**config.mk**
```make
export PLATFORM = sky130hd
export DESIGN_NAME = audio_sigma_delta_out_flat
export DESIGN_NICKNAME = d
export VERILOG_FILES = /design/src/rtl/audio_sigma_delta_out_if.sv /design/src/rtl/audio_sigma_delta_out.sv /design/src/flat_wrapper.sv
export SDC_FILE = /design/constraint.sdc
export NUM_CORES = 1
export LEC_CHECK = 0
export BUFFER_PORTS_ARGS = -buffer_cell sky130_fd_sc_hd__buf_4
export CORE_ASPECT_RATIO = 0.8
export CORE_MARGIN = 2
export CORE_UTILIZATION = 55
export DETAILED_ROUTE_END_ITERATION = 12
export PLACE_DENSITY = 0.77
export SYNTH_ARGS = -nofsm -noshare
export SYNTH_HDL_FRONTEND = slang
export SYNTH_SLANG_ARGS = --single-unit
```
**constraint.sdc**
```tcl
create_clock -name clk -period 5 [get_ports clk]
set_input_delay 1 -clock clk [delete_from_list [all_inputs] [get_ports clk]]
set_output_delay 1 -clock clk [all_outputs]
set_load 0.02 [all_outputs]
```
**src/rtl/audio_sigma_delta_out_if.sv**
```systemverilog
// Bus bundle for the audio output stage.
//   master : the block feeding the stage (FM sample, speaker, gain controls, clip clear)
//   slave  : audio_sigma_delta_out itself (tick strobe, PCM, mute flag, clip count, DAC pin)
// Port summary:
//   fm_sample   [7:0] signed FM sample, taken only on sample_tick
//   speaker           PC-speaker level
//   speaker_en        1 = include speaker in the mix
//   enable            1 = ramp gain up to volume, 0 = ramp down to mute
//   volume      [3:0] target gain, gain = volume/8
//   clip_clr          clears clip_cnt
//   sample_tick       one-cycle strobe per sample period
//   pcm         [8:0] signed PCM value feeding the modulator
//   muted             1 while the gain FSM sits in MUTED
//   clip_cnt    [7:0] saturating count of saturated samples
//   dac_out           1-bit sigma-delta bitstream
interface audio_sigma_delta_out_if;
  logic signed [7:0] fm_sample;
  logic              speaker;
  logic              speaker_en;
  logic              enable;
  logic        [3:0] volume;
  logic              clip_clr;
  logic              sample_tick;
  logic signed [8:0] pcm;
  logic              muted;
  logic        [7:0] clip_cnt;
  logic              dac_out;

  modport master (
    output fm_sample, speaker, speaker_en, enable, volume, clip_clr,
    input  sample_tick, pcm, muted, clip_cnt, dac_out
  );

  modport slave (
    input  fm_sample, speaker, speaker_en, enable, volume, clip_clr,
    output sample_tick, pcm, muted, clip_cnt, dac_out
  );
endinterface

```
**src/rtl/audio_sigma_delta_out.sv**
```systemverilog
// Final audio output stage: resamples the FM sample and PC-speaker bit on a fixed
// tick, mixes them, applies a click-free ramped gain, saturates to 9 bits and drives
// a first-order 1-bit sigma-delta DAC pin (board RC filter follows).
// Ports:
//   clk    system clock
//   reset  synchronous, active-high
//   bus    audio_sigma_delta_out_if.slave (see interface file for signal list)
// Parameters:
//   SAMPLE_DIV  clk cycles per sample tick (>= 4)
//   SPK_LEVEL   speaker amplitude, applied as +/-SPK_LEVEL (0..127)
module audio_sigma_delta_out #(
  parameter int unsigned SAMPLE_DIV = 1024,
  parameter int          SPK_LEVEL  = 48
) (
  input logic                     clk,
  input logic                     reset,
  audio_sigma_delta_out_if.slave  bus
);

  localparam int unsigned        DIV_W    = $clog2(SAMPLE_DIV);
  localparam logic [DIV_W-1:0]   DIV_LAST = DIV_W'(SAMPLE_DIV - 1);
  localparam logic signed [7:0]  SPK_POS  = 8'(SPK_LEVEL);
  localparam logic signed [7:0]  SPK_NEG  = 8'(-SPK_LEVEL);
  localparam logic signed [14:0] S_MAX    = 15'sd255;
  localparam logic signed [14:0] S_MIN    = -15'sd256;

  typedef enum logic [1:0] {MUTED, RAMP_UP, ACTIVE, RAMP_DOWN} state_t;

  state_t            state;
  logic [DIV_W-1:0]  div;
  logic              sample_tick;
  logic              tick_d;       // cycle after the tick: samp_r/spk_r/g are fresh
  logic signed [7:0] samp_r;
  logic signed [7:0] spk_r;
  logic        [3:0] g;
  logic              muted;
  logic signed [8:0] pcm;
  logic        [7:0] clip_cnt;
  logic        [8:0] acc;
  logic              dac_out;

  // Mix / gain / saturate datapath (operands are all registers).
  logic signed [9:0]  mix;
  logic signed [14:0] prod;
  logic signed [14:0] s;
  logic               sat_hi;
  logic               sat_lo;
  logic signed [8:0]  pcm_next;

  assign mix      = 10'(samp_r) + 10'(spk_r);
  assign prod     = 15'(mix) * 15'($signed({1'b0, g}));
  assign s        = prod >>> 3;
  assign sat_hi   = (s > S_MAX);
  assign sat_lo   = (s < S_MIN);
  assign pcm_next = sat_hi ? 9'sd255 : (sat_lo ? -9'sd256 : s[8:0]);

  // Offset-binary modulator input: pcm + 256 is just pcm with the sign bit inverted.
  logic [8:0] u;
  logic [9:0] acc_sum;

  assign u       = {~pcm[8], pcm[7:0]};
  assign acc_sum = {1'b0, acc} + {1'b0, u};

  // One gain step toward volume, and one step toward zero.
  logic [3:0] g_toward;
  logic [3:0] g_dec;

  always_comb begin
    // NOTE: every combinationally assigned signal gets a default first so no latch is inferred.
    g_toward = g;
    if (g < bus.volume)      g_toward = g + 4'd1;
    else if (g > bus.volume) g_toward = g - 4'd1;
    g_dec = (g == 4'd0) ? 4'd0 : g - 4'd1;
  end

  // Gain FSM, evaluated only on the sample tick. muted is registered alongside state.
  always_ff @(posedge clk) begin
    // NOTE: registers use non-blocking assignments; reset is synchronous and every register gets a value.
    if (reset) begin
      state <= MUTED;
      g     <= 4'd0;
      muted <= 1'b1;
    end else if (sample_tick) begin
      case (state)
        MUTED: begin
          g <= 4'd0;
          if (bus.enable) begin
            state <= RAMP_UP;
            muted <= 1'b0;
          end
        end
        RAMP_UP: begin
          if (!bus.enable) begin
            state <= RAMP_DOWN;
          end else begin
            g <= g_toward;
            if (g_toward == bus.volume) state <= ACTIVE;
          end
        end
        ACTIVE: begin
          if (!bus.enable) state <= RAMP_DOWN;
          else             g     <= g_toward;
        end
        RAMP_DOWN: begin
          // Re-enable resumes the ramp from the current gain, no jump.
          if (bus.enable) begin
            state <= RAMP_UP;
          end else begin
            g <= g_dec;
            if (g_dec == 4'd0) begin
              state <= MUTED;
              muted <= 1'b1;
            end
          end
        end
        default: begin
          state <= MUTED;
          g     <= 4'd0;
          muted <= 1'b1;
        end
      endcase
    end
  end

  // Divider, sample registers, PCM, clip counter and modulator.
  always_ff @(posedge clk) begin
    if (reset) begin
      div         <= '0;
      sample_tick <= 1'b0;
      tick_d      <= 1'b0;
      samp_r      <= '0;
      spk_r       <= '0;
      pcm         <= '0;
      clip_cnt    <= '0;
      acc         <= '0;
      dac_out     <= 1'b0;
    end else begin
      div         <= (div == DIV_LAST) ? '0 : div + DIV_W'(1);
      sample_tick <= (div == DIV_LAST);
      tick_d      <= sample_tick;

      if (sample_tick) begin
        samp_r <= bus.fm_sample;
        spk_r  <= bus.speaker_en ? (bus.speaker ? SPK_POS : SPK_NEG) : 8'sd0;
      end

      if (tick_d) pcm <= pcm_next;

      // Clear has priority over a coincident saturation.
      if (bus.clip_clr)
        clip_cnt <= '0;
      else if (tick_d && (sat_hi || sat_lo) && (clip_cnt != 8'hFF))
        clip_cnt <= clip_cnt + 8'd1;

      {dac_out, acc} <= acc_sum;
    end
  end

  assign bus.sample_tick = sample_tick;
  assign bus.pcm         = pcm;
  assign bus.muted       = muted;
  assign bus.clip_cnt    = clip_cnt;
  assign bus.dac_out     = dac_out;

endmodule

```
**src/flat_wrapper.sv**
```systemverilog
// flat-port wrapper written by rule: the top's interface ports become plain ports
module audio_sigma_delta_out_flat 
#(
  parameter int unsigned SAMPLE_DIV = 1024,
  parameter int          SPK_LEVEL  = 48
)
  (clk, reset, bus_fm_sample, bus_speaker, bus_speaker_en, bus_enable, bus_volume, bus_clip_clr, bus_sample_tick, bus_pcm, bus_muted, bus_clip_cnt, bus_dac_out);
  audio_sigma_delta_out_if bus_i ();
  input logic clk;
  input logic reset;
  input wire logic [$bits(bus_i.fm_sample)-1:0] bus_fm_sample;
  input wire logic [$bits(bus_i.speaker)-1:0] bus_speaker;
  input wire logic [$bits(bus_i.speaker_en)-1:0] bus_speaker_en;
  input wire logic [$bits(bus_i.enable)-1:0] bus_enable;
  input wire logic [$bits(bus_i.volume)-1:0] bus_volume;
  input wire logic [$bits(bus_i.clip_clr)-1:0] bus_clip_clr;
  output wire logic [$bits(bus_i.sample_tick)-1:0] bus_sample_tick;
  output wire logic [$bits(bus_i.pcm)-1:0] bus_pcm;
  output wire logic [$bits(bus_i.muted)-1:0] bus_muted;
  output wire logic [$bits(bus_i.clip_cnt)-1:0] bus_clip_cnt;
  output wire logic [$bits(bus_i.dac_out)-1:0] bus_dac_out;
  assign bus_i.fm_sample = bus_fm_sample;
  assign bus_i.speaker = bus_speaker;
  assign bus_i.speaker_en = bus_speaker_en;
  assign bus_i.enable = bus_enable;
  assign bus_i.volume = bus_volume;
  assign bus_i.clip_clr = bus_clip_clr;
  assign bus_sample_tick = bus_i.sample_tick;
  assign bus_pcm = bus_i.pcm;
  assign bus_muted = bus_i.muted;
  assign bus_clip_cnt = bus_i.clip_cnt;
  assign bus_dac_out = bus_i.dac_out;
  audio_sigma_delta_out #(.SAMPLE_DIV(SAMPLE_DIV), .SPK_LEVEL(SPK_LEVEL)) u_core (.clk(clk), .reset(reset), .bus(bus_i));
endmodule
```
Word level (Yosys, flattened, before mapping)
Cells that the tools add are included.
- bits in registers: 62
- input port bits: 18
- output and inout bits: 20
- logic and storage cells: 71
- add/subtract/negate cells: 6
- multiply operators: 1
- $lt $le $gt $ge: 4
- equal/unequal tests: 13
- muxes and demuxes: 21
- bitwise logic cells: 1
- reductions and logical operators: 13
- operators with widths (cell ; count):
    4-bit 2-to-1 mux ; 5
    9-bit 2-to-1 mux ; 2
    8-bit 2-to-1 mux ; 2
    9-bit by 5-bit multiplier with 14-bit output ; 1
    12-bit by 9-bit > comparator with 1-bit output (second input constant) ; 1
    12-bit by 9-bit < comparator with 1-bit output (second input constant) ; 1
    2-bit 2-to-1 mux ; 6
    4-bit case mux with 3 select lines ; 1
    10-bit by 1-bit adder with 10-bit output (second input constant) ; 1
    9-bit by 9-bit adder with 10-bit output ; 1
    10-bit equality test (second input constant) ; 1
    5-bit AND reduction ; 2
    8-bit by 8-bit adder with 9-bit output ; 1
    8-bit by 1-bit adder with 8-bit output (second input constant) ; 1
    4-bit logical NOT ; 2
    8-bit inequality test (second input constant) ; 1
    2-bit case mux with 4 select lines ; 1
    2-bit inequality test (second input constant) ; 3
    3-bit by 2-bit inequality test with 1-bit output (second input constant) ; 2
    2-bit OR reduction ; 3
    4-bit by 1-bit adder with 4-bit output (second input constant) ; 1
    2-bit equality test (second input constant) ; 2
    4-bit equality test ; 1
    4-bit > comparator ; 1
    other kinds (12) ; 16

Depth between registers and ports, before layout
- depth after elaboration: 7
- gate-level depth with buffers: 21
- mapped depth without buffers: 20

Worst setup path before layout
No wires, ideal clock.
- path kind: register to register
- start point: register u_core.spk_r[4]
- end point: register u_core.clip_cnt[7], in the netlist u_core.bus.clip_cnt[7]
- library setup time: 0.115 ns
- arrival time: 4.651 ns
- data required time: 4.885 ns
- setup slack: 0.235 ns
- cell stages (with the launch flop): 21
- path buffers: 1
- period minus slack after synthesis: 4.765 ns
- path through: dfxtp_1 -> ha_1 -> fa_1 -> a21o_1 -> o21ai_2 -> and2_1 -> ha_1 -> fa_1 -> inv_1 -> fa_1 -> inv_1 -> ha_1 -> a21oi_2 -> o21ai_2 -> o32ai_4 -> a21oi_4 -> xnor2_4 -> mux2i_2 -> buf_6 -> o31a_1 -> o21a_1
- word-level cells in the longest chain between the ends: 6
- elaborated cells on any way between the ends: 7
- classes of those cells: add/sub (1); mul (1); order compare (2); reduce/logical (3)
- ends and longest elaborated chain (what ; RTL line ; source):
    from (decl) ; audio_sigma_delta_out.sv:34 ; logic signed [7:0] spk_r;
    from (signal assigned) ; audio_sigma_delta_out.sv:144 ; spk_r <= bus.speaker_en ? (bus.speaker ? SPK_POS : SPK_NEG) : 8'sd0;
    8-bit by 8-bit adder with 9-bit output * ; audio_sigma_delta_out.sv:50 ; assign mix = 10'(samp_r) + 10'(spk_r);
    9-bit by 5-bit multiplier with 14-bit output * ; audio_sigma_delta_out.sv:51 ; assign prod = 15'(mix) * 15'($signed({1'b0, g}));
    12-bit by 9-bit > comparator with 1-bit output or 12-bit by 9-bit < comparator with 1-bit output (tied branches) ; audio_sigma_delta_out.sv:53, audio_sigma_delta_out.sv:54 ;
    1-bit logical OR * ; audio_sigma_delta_out.sv:152 ; else if (tick_d && (sat_hi || sat_lo) && (clip_cnt != 8'hFF))
    1-bit logical AND * (2 in a row) ; audio_sigma_delta_out.sv:152 ;
    to (signal assigned) ; audio_sigma_delta_out.sv:153 ; clip_cnt <= clip_cnt + 8'd1;
    to (decl) ; audio_sigma_delta_out.sv:38 ; logic [7:0] clip_cnt;
Mark *: on every way between the ends. The rest lies on a longest branch, timed or not.
A chain may end at the register's enable or synchronous reset.

Worst setup path after layout
- start point: register u_core.spk_r[4]
- end point: register u_core.clip_cnt[4], in the netlist u_core.bus.clip_cnt[4]
Same word-level chain as after synthesis.

==> flow_summary_export.csv <==
group,metric,value,unit
outcome,outcome,"complete, no violations",
floorplan,ioPinCount,38,
global_routing,grt_pass1_wl,16.9,mm
hold_path,whs_path_depth,1,
routing,vias_per_cell,5.51,
place,gp_congestion,0.909,
floorplan,start_util,0.575,
worst_setup_path,path_delay_family,"adder cells",
sta,slew_violations,0,
sta,setup_slack,0.206,ns
worst_setup_path,worst_path_largest_cell_delay,0.50,ns
power,power.switching,220,uW
worst_setup_path,crit_buf_inv,3,
synthesis,synthFlopType,"dfxtp_1",
layout,multi_input_area,3270,sq um
routing,via_count,3821,
synthesis,synthCells,541,
synthesis,synth-edff-count,0,
clock_tree,cts_root_buf,"clkbuf_8",
layout,area_delta_synth_final,14.4,%
floorplan,dieArea,9180,sq um
floorplan,die_y,86.1,um
synthesis,synth_warnings,0,
routing,initialDrtViolationCount,171,
synthesis,synth_nets,629,
sta,worstMarginPinSlew,0.814,ns
place,port_buffers,37,
layout,num_antenna_cells,0,
synthesis,ys_top_cells_by_area,"dfxtp_1, ha_1, fa_1, inv_1, nor2_1",
clock_tree,post_cts_buffers,0,
synthesis,synthesis.area,4640,sq um
sta,max_slew_margin,0.456,
floorplan,die_w,107,um
place,place_ws,-0.0244,ns
global_routing,grt_max_degree,49,
worst_setup_path,rrSetupSlack,0.21,ns
synthesis,yosysMostFrequentCell,"inv_1",
synthesis,synth_area_leader_cell,"dfxtp_1",
synthesis,synth_top_area_frac,0.246,
worst_setup_path,cp.required,5.24,ns
clock_tree,worst_setup_hold_path_clk_slew,0.07,ns
power,swShare,0.238,
synthesis,synthDistinctLibCells,62,
worst_setup_path,r2r_start,"u_core.spk_r[4]",
worst_setup_path,end_kind,"flip-flop",
clock_tree,cts.path.max_buffers,2,
sta,setup_violations,0,
layout,n_fill_cell,675,
synthesis,yosysSeqAreaShare,0.246,
worst_setup_path,critPathMaxFanout,14,
clock_tree,cts_tree,"yes",
sta,max_freq,209,MHz
layout,seq_area,1140,sq um
power,leakage,0.00243,uW
clock_tree,numCtsBuffers,9,
synthesis,synth_seq_cells,57,
job,maxCapViolCount,0,
synthesis,async_flop_share,0,
synthesis,synth_commonest_cells,"inv_1, nor2_1, dfxtp_1",
floorplan,rows,29,
routing,firstDrtPassIters,5,
global_routing,antenna_found_initial,0,
layout,fin_nets,668,
hold_path,min_path_type,"flip-flop to flip-flop",
layout,post-route-util,0.659,
power,p_int,705,uW
sta,finalHoldViolations,0,
worst_setup_path,cp_cell_sequence,"ha_1 > fa_2 > a21o_1 > o21ai_2 > and2_4 > ha_1 > fa_1 > inv_1 > fa_1 > inv_1 > ha_4 > a21oi_4 > o21ai_4 > o32ai_4 > a21oi_4 > xnor2_4 > mux2i_2 > buf_6 > o31a_1 > o21a_1",
routing,detail-route-antenna-nets,0,
global_routing,grt_pass1_vias,3840,
routing,drc_errors,0,
routing,wl_per_cell,14.1,um
place,dp_hpwl,7.53,mm
power,finalPower,925,uW
worst_setup_path,cp-startpoint,"u_core.spk_r[4]",
worst_setup_path,arrival,5.03,ns
layout,drive_above_1_share,0.159,
power,seqPwrFrac,0.496,
clock_tree,clk_latency,0.34,ns
synthesis,syn_area_per_cell,8.57,sq um
worst_setup_path,worstSetupStartpointType,"flip-flop",
clock_tree,cts_max_level,3,
power,peakVddDrop,192,uV
worst_setup_path,r2r.worst_path.cells,20,
sta,min_period,4.79,ns
clock_tree,cts_num_sinks,57,
sta,post-route-period-util,0.959,
global_routing,grtUsageTotal,0.227,
sta,setup_tns,0,ns
worst_setup_path,cp.depth,20,
sta,skew,0.00468,ns
sta,timing.hold.ws,0.473,ns
routing,drt_wl_total,9.79,mm
worst_setup_path,crit_end,"u_core.bus.clip_cnt[4]",
global_routing,gr-total-overflow,0,
power,p_clk_frac,0.459,
floorplan,core,8060,sq um
worst_setup_path,r2r_end,"u_core.bus.clip_cnt[4]",
worst_setup_path,slowest_stage,"fa_1",
power,power_density,174,nW/um^2
worst_setup_path,worst-setup-path-type,"flip-flop to flip-flop",
power,power_frac_comb,0.045,
## metal layers
layer / track usage / wire (um) / vias to the layer above
met3: 0.0585 / 490 / 20
li1: - / - / 1902
met2: 0.386 / 4640 / 87
met4: 0.0826 / 219 / 0
met5: 0 / 0 / -
met1: 0.281 / 4440 / 1812
## cell usage in the layout, fill, tap and decap left out, drive strengths merged, types with 4 or more instances in the layout
cell type and instances:
a211oi 11, a21o 6, a21oi 28, a31oi 4
and2 26, and3 9, buf 43, clkbuf 9
dfxtp 57, fa 21, ha 49, inv 64
mux2i 13, nand2 36, nand2b 8, nand3 16
nand4 4, nor2 60, nor2b 10, nor3 7
o21a 4, o21ai 19, or3 6, xnor2 19
xor2 11
## sequential cells by signal (all words and copies together) (netlist names), 2 cells and up
register             cells
u_core.div              10
u_core.acc               9
u_core.bus.pcm           9
u_core.bus.clip_cnt      8
u_core.samp_r            8
u_core.g                 4
u_core.spk_r             3
u_core.state             2
## timing repair
action	in CTS	in global routing
gates resized for setup	1	15
hold buffers	0	0
hold endpoints to repair	0	0
endpoints found under the setup margin	6	16
pin swaps	1	2
## worst reg2reg max path, stage by stage (launching register included)
cell	delay, ns
dfxtp_1	0.32
ha_1	0.23
fa_2	0.38
a21o_1	0.19
o21ai_2	0.15
and2_4	0.18
ha_1	0.24
fa_1	0.50
inv_1	0.05
fa_1	0.49
inv_1	0.06
ha_4	0.27
a21oi_4	0.18
o21ai_4	0.11
o32ai_4	0.31
a21oi_4	0.07
xnor2_4	0.16
mux2i_2	0.17
buf_6	0.15
o31a_1	0.29
o21a_1	0.18
## area by class of cell
cell class,count,share of cell area
timing repair buffer,43,0.0616
multi-input combinational,405,0.616
inverter,64,0.0453
clock inverter,7,0.0134
sequential,57,0.215
clock buffer,9,0.0233
tap,108,0.0255
## worst min-delay path by stage
stage / from / slack (ns) / to
floorplan: u_core.div[0] / 0.43 / u_core.div[0]
global placement: u_core.div[0] / 0.45 / u_core.div[0]
detailed placement: u_core.div[0] / 0.46 / u_core.div[0]
CTS: u_core.div[0] / 0.48 / u_core.div[0]
global route: u_core.div[0] / 0.50 / u_core.div[0]
finish: u_core.div[0] / 0.47 / u_core.div[0]
## metrics by stage
stage / area, sq um / cells
after CTS: 5230 / 693
after floorplan: 4640 / 541
final: 5310 / 693
after detailed placement: 5030 / 677
after global placement: 5030 / 677
after global routing: 5310 / 693
## power groups by stage
stage               logic [uW]  registers, uW  clock network (uW)
finish                    41.3            459                 425
CTS                       41.7            459                 439
global placement          40.4            469                   0
detailed placement        41.7            469                   0
floorplan                 23.4            470                   0
global route              45.6            459                 454
## kinds of logic after synthesis
family | after synthesis | share of synthesized area
fa+ha+maj | 70 | 0.223
mux | 16 | 0.0362
flops | 57 | 0.246
simple gates | 191 | 0.206
buf+inv | 79 | 0.0656
xor+xnor | 32 | 0.0721
compound gates | 96 | 0.151
No activity file was read; power rests on OpenSTA's default activity.
